File: config.mk
export PLATFORM = sky130hd
export DESIGN_NAME = multicycle_controller
export DESIGN_NICKNAME = d
export VERILOG_FILES = /design/src/rtl/multicycle_controller.sv
export SDC_FILE = /design/constraint.sdc
export NUM_CORES = 1
export LEC_CHECK = 0
export ABC_CLOCK_PERIOD_IN_PS = 4500
export BUFFER_PORTS_ARGS = -buffer_cell sky130_fd_sc_hd__buf_2
export CAP_MARGIN = 20
export CORE_MARGIN = 8
export CORE_UTILIZATION = 35
export DETAILED_ROUTE_END_ITERATION = 16
export PLACE_DENSITY = 0.67
export SETUP_SLACK_MARGIN = 0.2
export SLEW_MARGIN = 25
export SYNTH_ARGS = -nofsm -noshare
export SYNTH_HDL_FRONTEND = slang
export SYNTH_SLANG_ARGS = --single-unit
File: constraint.sdc
create_clock -name clk -period 4.5 [get_ports clk]
set_input_delay 0.225 -clock clk [delete_from_list [all_inputs] [get_ports clk]]
set_output_delay 0.225 -clock clk [all_outputs]
set_load 0.1 [all_outputs]
File: src/rtl/multicycle_controller.sv
`default_nettype none
// =============================================================================
// multicycle_controller : control FSM sequencing a shared multicycle RV32I datapath
// Revision 1.0
// =============================================================================
module multicycle_controller #(
    parameter int INSTRET_W   = 32,
    parameter int MEM_TIMEOUT = 255
) (
    input  logic                 clk,
    input  logic                 reset_n,
    input  logic [6:0]           op,
    input  logic [2:0]           funct3,
    input  logic                 Zero,
    input  logic                 Lt,
    input  logic                 LtU,
    input  logic                 mem_ready,
    output logic                 mem_req,
    output logic                 AdrSrc,
    output logic                 MemWrite,
    output logic                 IRWrite,
    output logic                 PCWrite,
    output logic                 RegWrite,
    output logic [1:0]           ResultSrc,
    output logic [1:0]           ALUSrcA,
    output logic [1:0]           ALUSrcB,
    output logic [1:0]           ALUOp,
    output logic [2:0]           ImmSrc,
    output logic [INSTRET_W-1:0] instret,
    output logic                 trap,
    output logic [1:0]           trap_cause
);

    localparam int CNT_W = (MEM_TIMEOUT > 1) ? $clog2(MEM_TIMEOUT + 1) : 1;
    localparam logic [CNT_W-1:0] TIMEOUT_VAL = CNT_W'(MEM_TIMEOUT);

    localparam logic [6:0] OP_LOAD   = 7'b0000011;
    localparam logic [6:0] OP_STORE  = 7'b0100011;
    localparam logic [6:0] OP_R      = 7'b0110011;
    localparam logic [6:0] OP_I      = 7'b0010011;
    localparam logic [6:0] OP_BRANCH = 7'b1100011;
    localparam logic [6:0] OP_JAL    = 7'b1101111;
    localparam logic [6:0] OP_JALR   = 7'b1100111;
    localparam logic [6:0] OP_LUI    = 7'b0110111;
    localparam logic [6:0] OP_AUIPC  = 7'b0010111;
    localparam logic [6:0] OP_NOP    = 7'b0000000;

    localparam logic [1:0] CAUSE_NONE    = 2'b00;
    localparam logic [1:0] CAUSE_ILLEGAL = 2'b01;
    localparam logic [1:0] CAUSE_BRANCH  = 2'b10;
    localparam logic [1:0] CAUSE_TIMEOUT = 2'b11;

    typedef enum logic [3:0] {
        S_FETCH, S_DECODE, S_MEMADR, S_MEMREAD, S_MEMWB, S_MEMWRITE, S_EXECR,
        S_EXECI, S_ALUWB, S_BRANCH, S_JAL, S_JALR, S_JALRWB, S_LUI, S_TRAP
    } state_t;

    state_t                 state_q, state_d;
    logic [CNT_W-1:0]       cnt_q, cnt_d;
    logic [INSTRET_W-1:0]   instret_q, instret_d;
    logic [1:0]             cause_q, cause_d;

    logic w_wait_state;
    logic w_timeout;
    logic w_taken;

    assign w_wait_state = (state_q == S_FETCH) || (state_q == S_MEMREAD) || (state_q == S_MEMWRITE);
    assign w_timeout    = (MEM_TIMEOUT != 0) && w_wait_state && (cnt_q == TIMEOUT_VAL);

    always_comb begin
        case (funct3)
            3'b000:  w_taken = Zero;
            3'b001:  w_taken = !Zero;
            3'b100:  w_taken = Lt;
            3'b101:  w_taken = !Lt;
            3'b110:  w_taken = LtU;
            3'b111:  w_taken = !LtU;
            default: w_taken = 1'b0;
        endcase
    end

    always_comb begin
        state_d = state_q;
        cause_d = cause_q;
        if (w_timeout) begin
            state_d = S_TRAP;
            cause_d = CAUSE_TIMEOUT;
        end else begin
            case (state_q)
                S_FETCH:    if (mem_ready) state_d = S_DECODE;
                S_DECODE: begin
                    case (op)
                        OP_LOAD, OP_STORE: state_d = S_MEMADR;
                        OP_R:              state_d = S_EXECR;
                        OP_I:              state_d = S_EXECI;
                        OP_BRANCH: begin
                            if (funct3 == 3'b010 || funct3 == 3'b011) begin
                                state_d = S_TRAP;
                                cause_d = CAUSE_BRANCH;
                            end else begin
                                state_d = S_BRANCH;
                            end
                        end
                        OP_JAL:            state_d = S_JAL;
                        OP_JALR:           state_d = S_JALR;
                        OP_LUI:            state_d = S_LUI;
                        // ALUOut already holds OldPC+imm from this cycle
                        OP_AUIPC:          state_d = S_ALUWB;
                        OP_NOP:            state_d = S_FETCH;
                        default: begin
                            state_d = S_TRAP;
                            cause_d = CAUSE_ILLEGAL;
                        end
                    endcase
                end
                S_MEMADR:   state_d = (op == OP_STORE) ? S_MEMWRITE : S_MEMREAD;
                S_MEMREAD:  if (mem_ready) state_d = S_MEMWB;
                S_MEMWRITE: if (mem_ready) state_d = S_FETCH;
                S_MEMWB, S_ALUWB, S_BRANCH, S_JALRWB: state_d = S_FETCH;
                S_EXECR, S_EXECI, S_JAL, S_LUI:       state_d = S_ALUWB;
                S_JALR:     state_d = S_JALRWB;
                S_TRAP:     state_d = S_TRAP;
                default:    state_d = S_FETCH;
            endcase
        end

        // Wait count only survives cycles that stay in the same waiting state
        cnt_d = '0;
        if (w_wait_state && !mem_ready && (state_d == state_q)) cnt_d = cnt_q + 1'b1;

        instret_d = instret_q;
        if ((state_d == S_FETCH) && (state_q != S_FETCH)) instret_d = instret_q + 1'b1;
    end

    always_ff @(posedge clk or negedge reset_n) begin
        if (!reset_n) begin
            state_q   <= S_FETCH;
            cnt_q     <= '0;
            instret_q <= '0;
            cause_q   <= CAUSE_NONE;
        end else begin
            state_q   <= state_d;
            cnt_q     <= cnt_d;
            instret_q <= instret_d;
            cause_q   <= cause_d;
        end
    end

    always_comb begin
        mem_req   = 1'b0;
        AdrSrc    = 1'b0;
        MemWrite  = 1'b0;
        IRWrite   = 1'b0;
        PCWrite   = 1'b0;
        RegWrite  = 1'b0;
        ResultSrc = 2'b00;
        ALUSrcA   = 2'b00;
        ALUSrcB   = 2'b00;
        ALUOp     = 2'b00;
        case (state_q)
            S_FETCH: begin
                mem_req   = 1'b1;
                ALUSrcB   = 2'b10;
                ResultSrc = 2'b10;
                IRWrite   = mem_ready;
                PCWrite   = mem_ready;
            end
            S_DECODE:   begin ALUSrcA = 2'b01; ALUSrcB = 2'b01; end
            S_MEMADR:   begin ALUSrcA = 2'b10; ALUSrcB = 2'b01; end
            S_MEMREAD:  begin mem_req = 1'b1; AdrSrc = 1'b1; end
            S_MEMWB:    begin ResultSrc = 2'b01; RegWrite = 1'b1; end
            S_MEMWRITE: begin mem_req = 1'b1; AdrSrc = 1'b1; MemWrite = 1'b1; end
            S_EXECR:    begin ALUSrcA = 2'b10; ALUSrcB = 2'b00; ALUOp = 2'b10; end
            S_EXECI:    begin ALUSrcA = 2'b10; ALUSrcB = 2'b01; ALUOp = 2'b10; end
            S_ALUWB:    RegWrite = 1'b1;
            S_BRANCH: begin
                ALUSrcA = 2'b10;
                ALUOp   = 2'b01;
                PCWrite = w_taken;
            end
            S_JAL:      begin PCWrite = 1'b1; ALUSrcA = 2'b01; ALUSrcB = 2'b10; end
            S_JALR: begin
                ALUSrcA   = 2'b10;
                ALUSrcB   = 2'b01;
                ResultSrc = 2'b10;
                PCWrite   = 1'b1;
            end
            S_JALRWB: begin
                ALUSrcA   = 2'b01;
                ALUSrcB   = 2'b10;
                ResultSrc = 2'b10;
                RegWrite  = 1'b1;
            end
            S_LUI:      begin ALUSrcA = 2'b11; ALUSrcB = 2'b01; end
            default: ;
        endcase
        // Strobes are suppressed during reset and in the cycle a timeout fires
        if (!reset_n || w_timeout) begin
            mem_req  = 1'b0;
            MemWrite = 1'b0;
            IRWrite  = 1'b0;
            PCWrite  = 1'b0;
            RegWrite = 1'b0;
        end
    end

    always_comb begin
        case (op)
            OP_STORE:         ImmSrc = 3'b001;
            OP_BRANCH:        ImmSrc = 3'b010;
            OP_JAL:           ImmSrc = 3'b011;
            OP_LUI, OP_AUIPC: ImmSrc = 3'b100;
            default:          ImmSrc = 3'b000;
        endcase
    end

    assign instret    = instret_q;
    assign trap       = (state_q == S_TRAP);
    assign trap_cause = cause_q;

endmodule
`default_nettype wire

==> summary.txt <==
Clock network
  • CTS buffer count: 5
  • Clk pin slew, worst setup/hold paths: 80 ps
  • Setup Fix Bufs, Post-CTS: 0
  • Clock sink count: 46
  • Post-CTS Hold Buffers: 0
  • Root Driver: clkbuf_8
  • Post-CTS Resized: 0
  • Bufs on Longest Clock Path: 2
  • Clk_lat worst skew: 300 ps
  • H-tree depth: 2
  • CTS tree: built

Place
  • DP HPWL: 5.31 mm
  • Placed cell areas: 0.00336 sq mm
  • Final Wtd Congestion: 0.843
  • DP Worst Slack: 1280 ps
  • Port Buffers: 67

Logic synthesis
  • Ys Warns: 0
  • Most frequent cell after synthesis: dfrtp_1
  • Top FF cell, synth: dfrtp_1
  • Area contributors post-synth: dfrtp_1 39%, xor2_1 9.7%, nor4_2 4.6%, nor2_1 3.7%, nand2_1 3.3%
  • FFs w/ async S/R, synth: 1.00
  • Synth top cells by count: 46 x dfrtp_1, 33 x xor2_1, 29 x nor2_1, 26 x nand2_1, 19 x nand3_1
  • Mean post-synth cell area: 9.07 sq um
  • Yosys top cell by area: dfrtp_1
  • Synthesized instance count: 327
  • Post-Syn Area: 0.00297 sq mm
  • Net Count, Synth: 345
  • Netlist cell types: 52
  • Seq/Total Area, Yosys: 0.388
  • EDFF count, synth: 0
  • Seq cells post-synth: 46
  • Synth top area share: 0.388

STA
  • Maximum clock frequency: 308 MHz
  • Tcrit/Tclk final: 0.723
  • Final setup fails: 0
  • Slew @ Worst Pin: 703 ps
  • Setup TNS: 0 ps
  • Clock skew: 6.12 ps
  • Final Hold Fails: 0
  • Final hold slack: 63.3 ps
  • Minimum clock period: 3250 ps
  • Final setup margin: 1250 ps
  • Final Max Slew Viols: 0
  • Worst slew margin: 0.531
  • RSZ-0062 raised after global routing: no

Global routing
  • First-pass GRT wire length: 11.5 mm
  • Initial antenna violation count: 0
  • Largest net degree at the start of global routing: 48
  • Vias in the first global route: 2,382
  • Gr usage total: 0.119
  • Grt ovf: 0

Route
  • Vias: 2,509
  • DRC errors left: 0
  • Remaining antenna violation count: 0
  • Drt wl/cell: 14.2 microns
  • Via density: 5.12
  • TritonRoute pass-1 iters: 4
  • Final wirelength: 6.96 mm
  • Initial DRC count: 149

Layout
  • Area Overhead vs Synth: 16.3%
  • Antenna Diode Count: 0
  • NumNets Final: 402
  • Cell area after layout: 0.00345 sq mm
  • Share of layout cells above drive strength 1: 0.257

Setup path
  • Reg2reg start: state_q[2]$_DFF_PN0_
  • CP Class: register to register
  • Reg2Reg Capture Point: instret[27]$_DFFE_PN0P_
  • CP required: 4730 ps
  • CP max FO: 32
  • Reg2Reg Depth: 7
  • Internal reg-to-reg setup slack: 1250 ps
  • Worst path slowest cell: dfrtp_1
  • Critical path startpoint category: register
  • Worst stage delay on the critical path: 800 ps
  • Crit path top cell by count: xor2_1
  • Crit path from: state_q[2]$_DFF_PN0_
  • Critical path arrival: 3480 ps
  • Worst setup EP type: register
  • CP Cell Sequence: xor2_1, o31a_1, o221ai_1, or4_4, nand4bb_4, nor4b_1, xor2_1
  • CP endpoint: instret[27]$_DFFE_PN0P_

Floorplan
  • Chip Height: 108 microns
  • Die width: 108 microns
  • Die area: 0.0117 sq mm
  • IO Count: 68
  • Starting Density: 0.361
  • CORE AREA: 0.00822 sq mm
  • # rows: 33

Min path
  • HP Class: primary input to async pin

Power
  • Pwr Density: 584 mW/mm^2
  • Maximum vdd drop: 0.449 mV
  • Lkg Pwr: 1.68 nW

Flow run
  • Maxcap violations: 0

Run status
  • Status: completed
power by group:
| part | internal, mW | leakage (nW) | switching (mW) | total (mW) |
|---|---|---|---|---|
| Clock | 0.124 | 0.0482 | 0.132 | 0.256 |
| Combinational | 0.255 | 1.02 | 0.919 | 1.17 |
| Sequential | 0.465 | 0.613 | 0.119 | 0.584 |
layout by cell type (no fill, tap or decap), drive strengths merged, types with 3 or more instances in the layout:
master / instances
xor2: 33
nand3: 19
dfrtp: 46
o21ai: 9
nor3: 18
buf: 68
nor2: 29
a211oi: 6
nand4: 4
and3: 5
a21oi: 13
xnor2: 9
clkbuf: 7
or4: 3
nor4: 14
nand2b: 9
and4: 3
or3: 6
nor2b: 6
nand4b: 3
a21o: 3
nand2: 26
inv: 17
flip-flops by register name, summed over array words and instances, names as in the netlist:
register    flops
instret        32
cnt_q           8
state_q         4
trap_cause      2
per-layer routing:
| metal | wire length (microns) | track usage | share of wire | vias up |
|---|---|---|---|---|
| met1 | 3030 | 0.152 | 0.44 | 1192 |
| met2 | 3510 | 0.195 | 0.50 | 42 |
| met5 | 0 | 0 | 0 | - |
| met3 | 345 | 0.0280 | 0.050 | 5 |
| met4 | 77 | 0.0367 | 0.011 | 0 |
| li1 | - | - | - | 1270 |
how the worst min path moves through the flow:
stage / slack (ps) / cells past startpoint / start / to
3_3_place_gp: 430 / 2 / reset_n / instret[21]$_DFFE_PN0P_
6_report: 60 / 2 / reset_n / instret[21]$_DFFE_PN0P_
5_1_grt: 120 / 2 / reset_n / instret[23]$_DFFE_PN0P_
2_1_floorplan: -70 / 0 / reset_n / cnt_q[0]$_DFF_PN0_
4_1_cts: 100 / 2 / reset_n / instret[21]$_DFFE_PN0P_
3_5_place_dp: 430 / 2 / reset_n / instret[21]$_DFFE_PN0P_
critical path, delay by kind of cell, from the launching register on:
kind	cells	cell delay, ps
simple gates	3	1540
flops	1	800
xor+xnor	2	460
compound gates	2	380
kinds of logic (layout without fill, tap and decap cells):
logic type	count (synthesis)	count (layout)	share of synthesized area
flops	46	46	0.388
compound gates	45	45	0.105
xor+xnor	42	42	0.124
simple gates	155	155	0.316
buf+inv	35	93	0.0515
fa+ha+maj	2	2	0.00843
mux	2	2	0.00717
per-stage QoR:
step           instances  power (mW)   util
4_1_cts              490        2.03  0.420
3_5_place_dp         482        1.77  0.409
5_1_grt              490        2.13  0.420
6_report             490        2.01  0.420
3_3_place_gp         482        1.76  0.409
2_1_floorplan        327        1.62      -
final cells by class:
type | instances | area, sq um
clock inverter | 1 | 5.00
fill | 786 | 4770
tap | 105 | 131
sequential | 46 | 1150
inverter | 17 | 63.8
timing repair buffer | 68 | 343
multi-input combinational | 246 | 1670
clock buffer | 7 | 86.3
(Power assumes the default switching activity.)
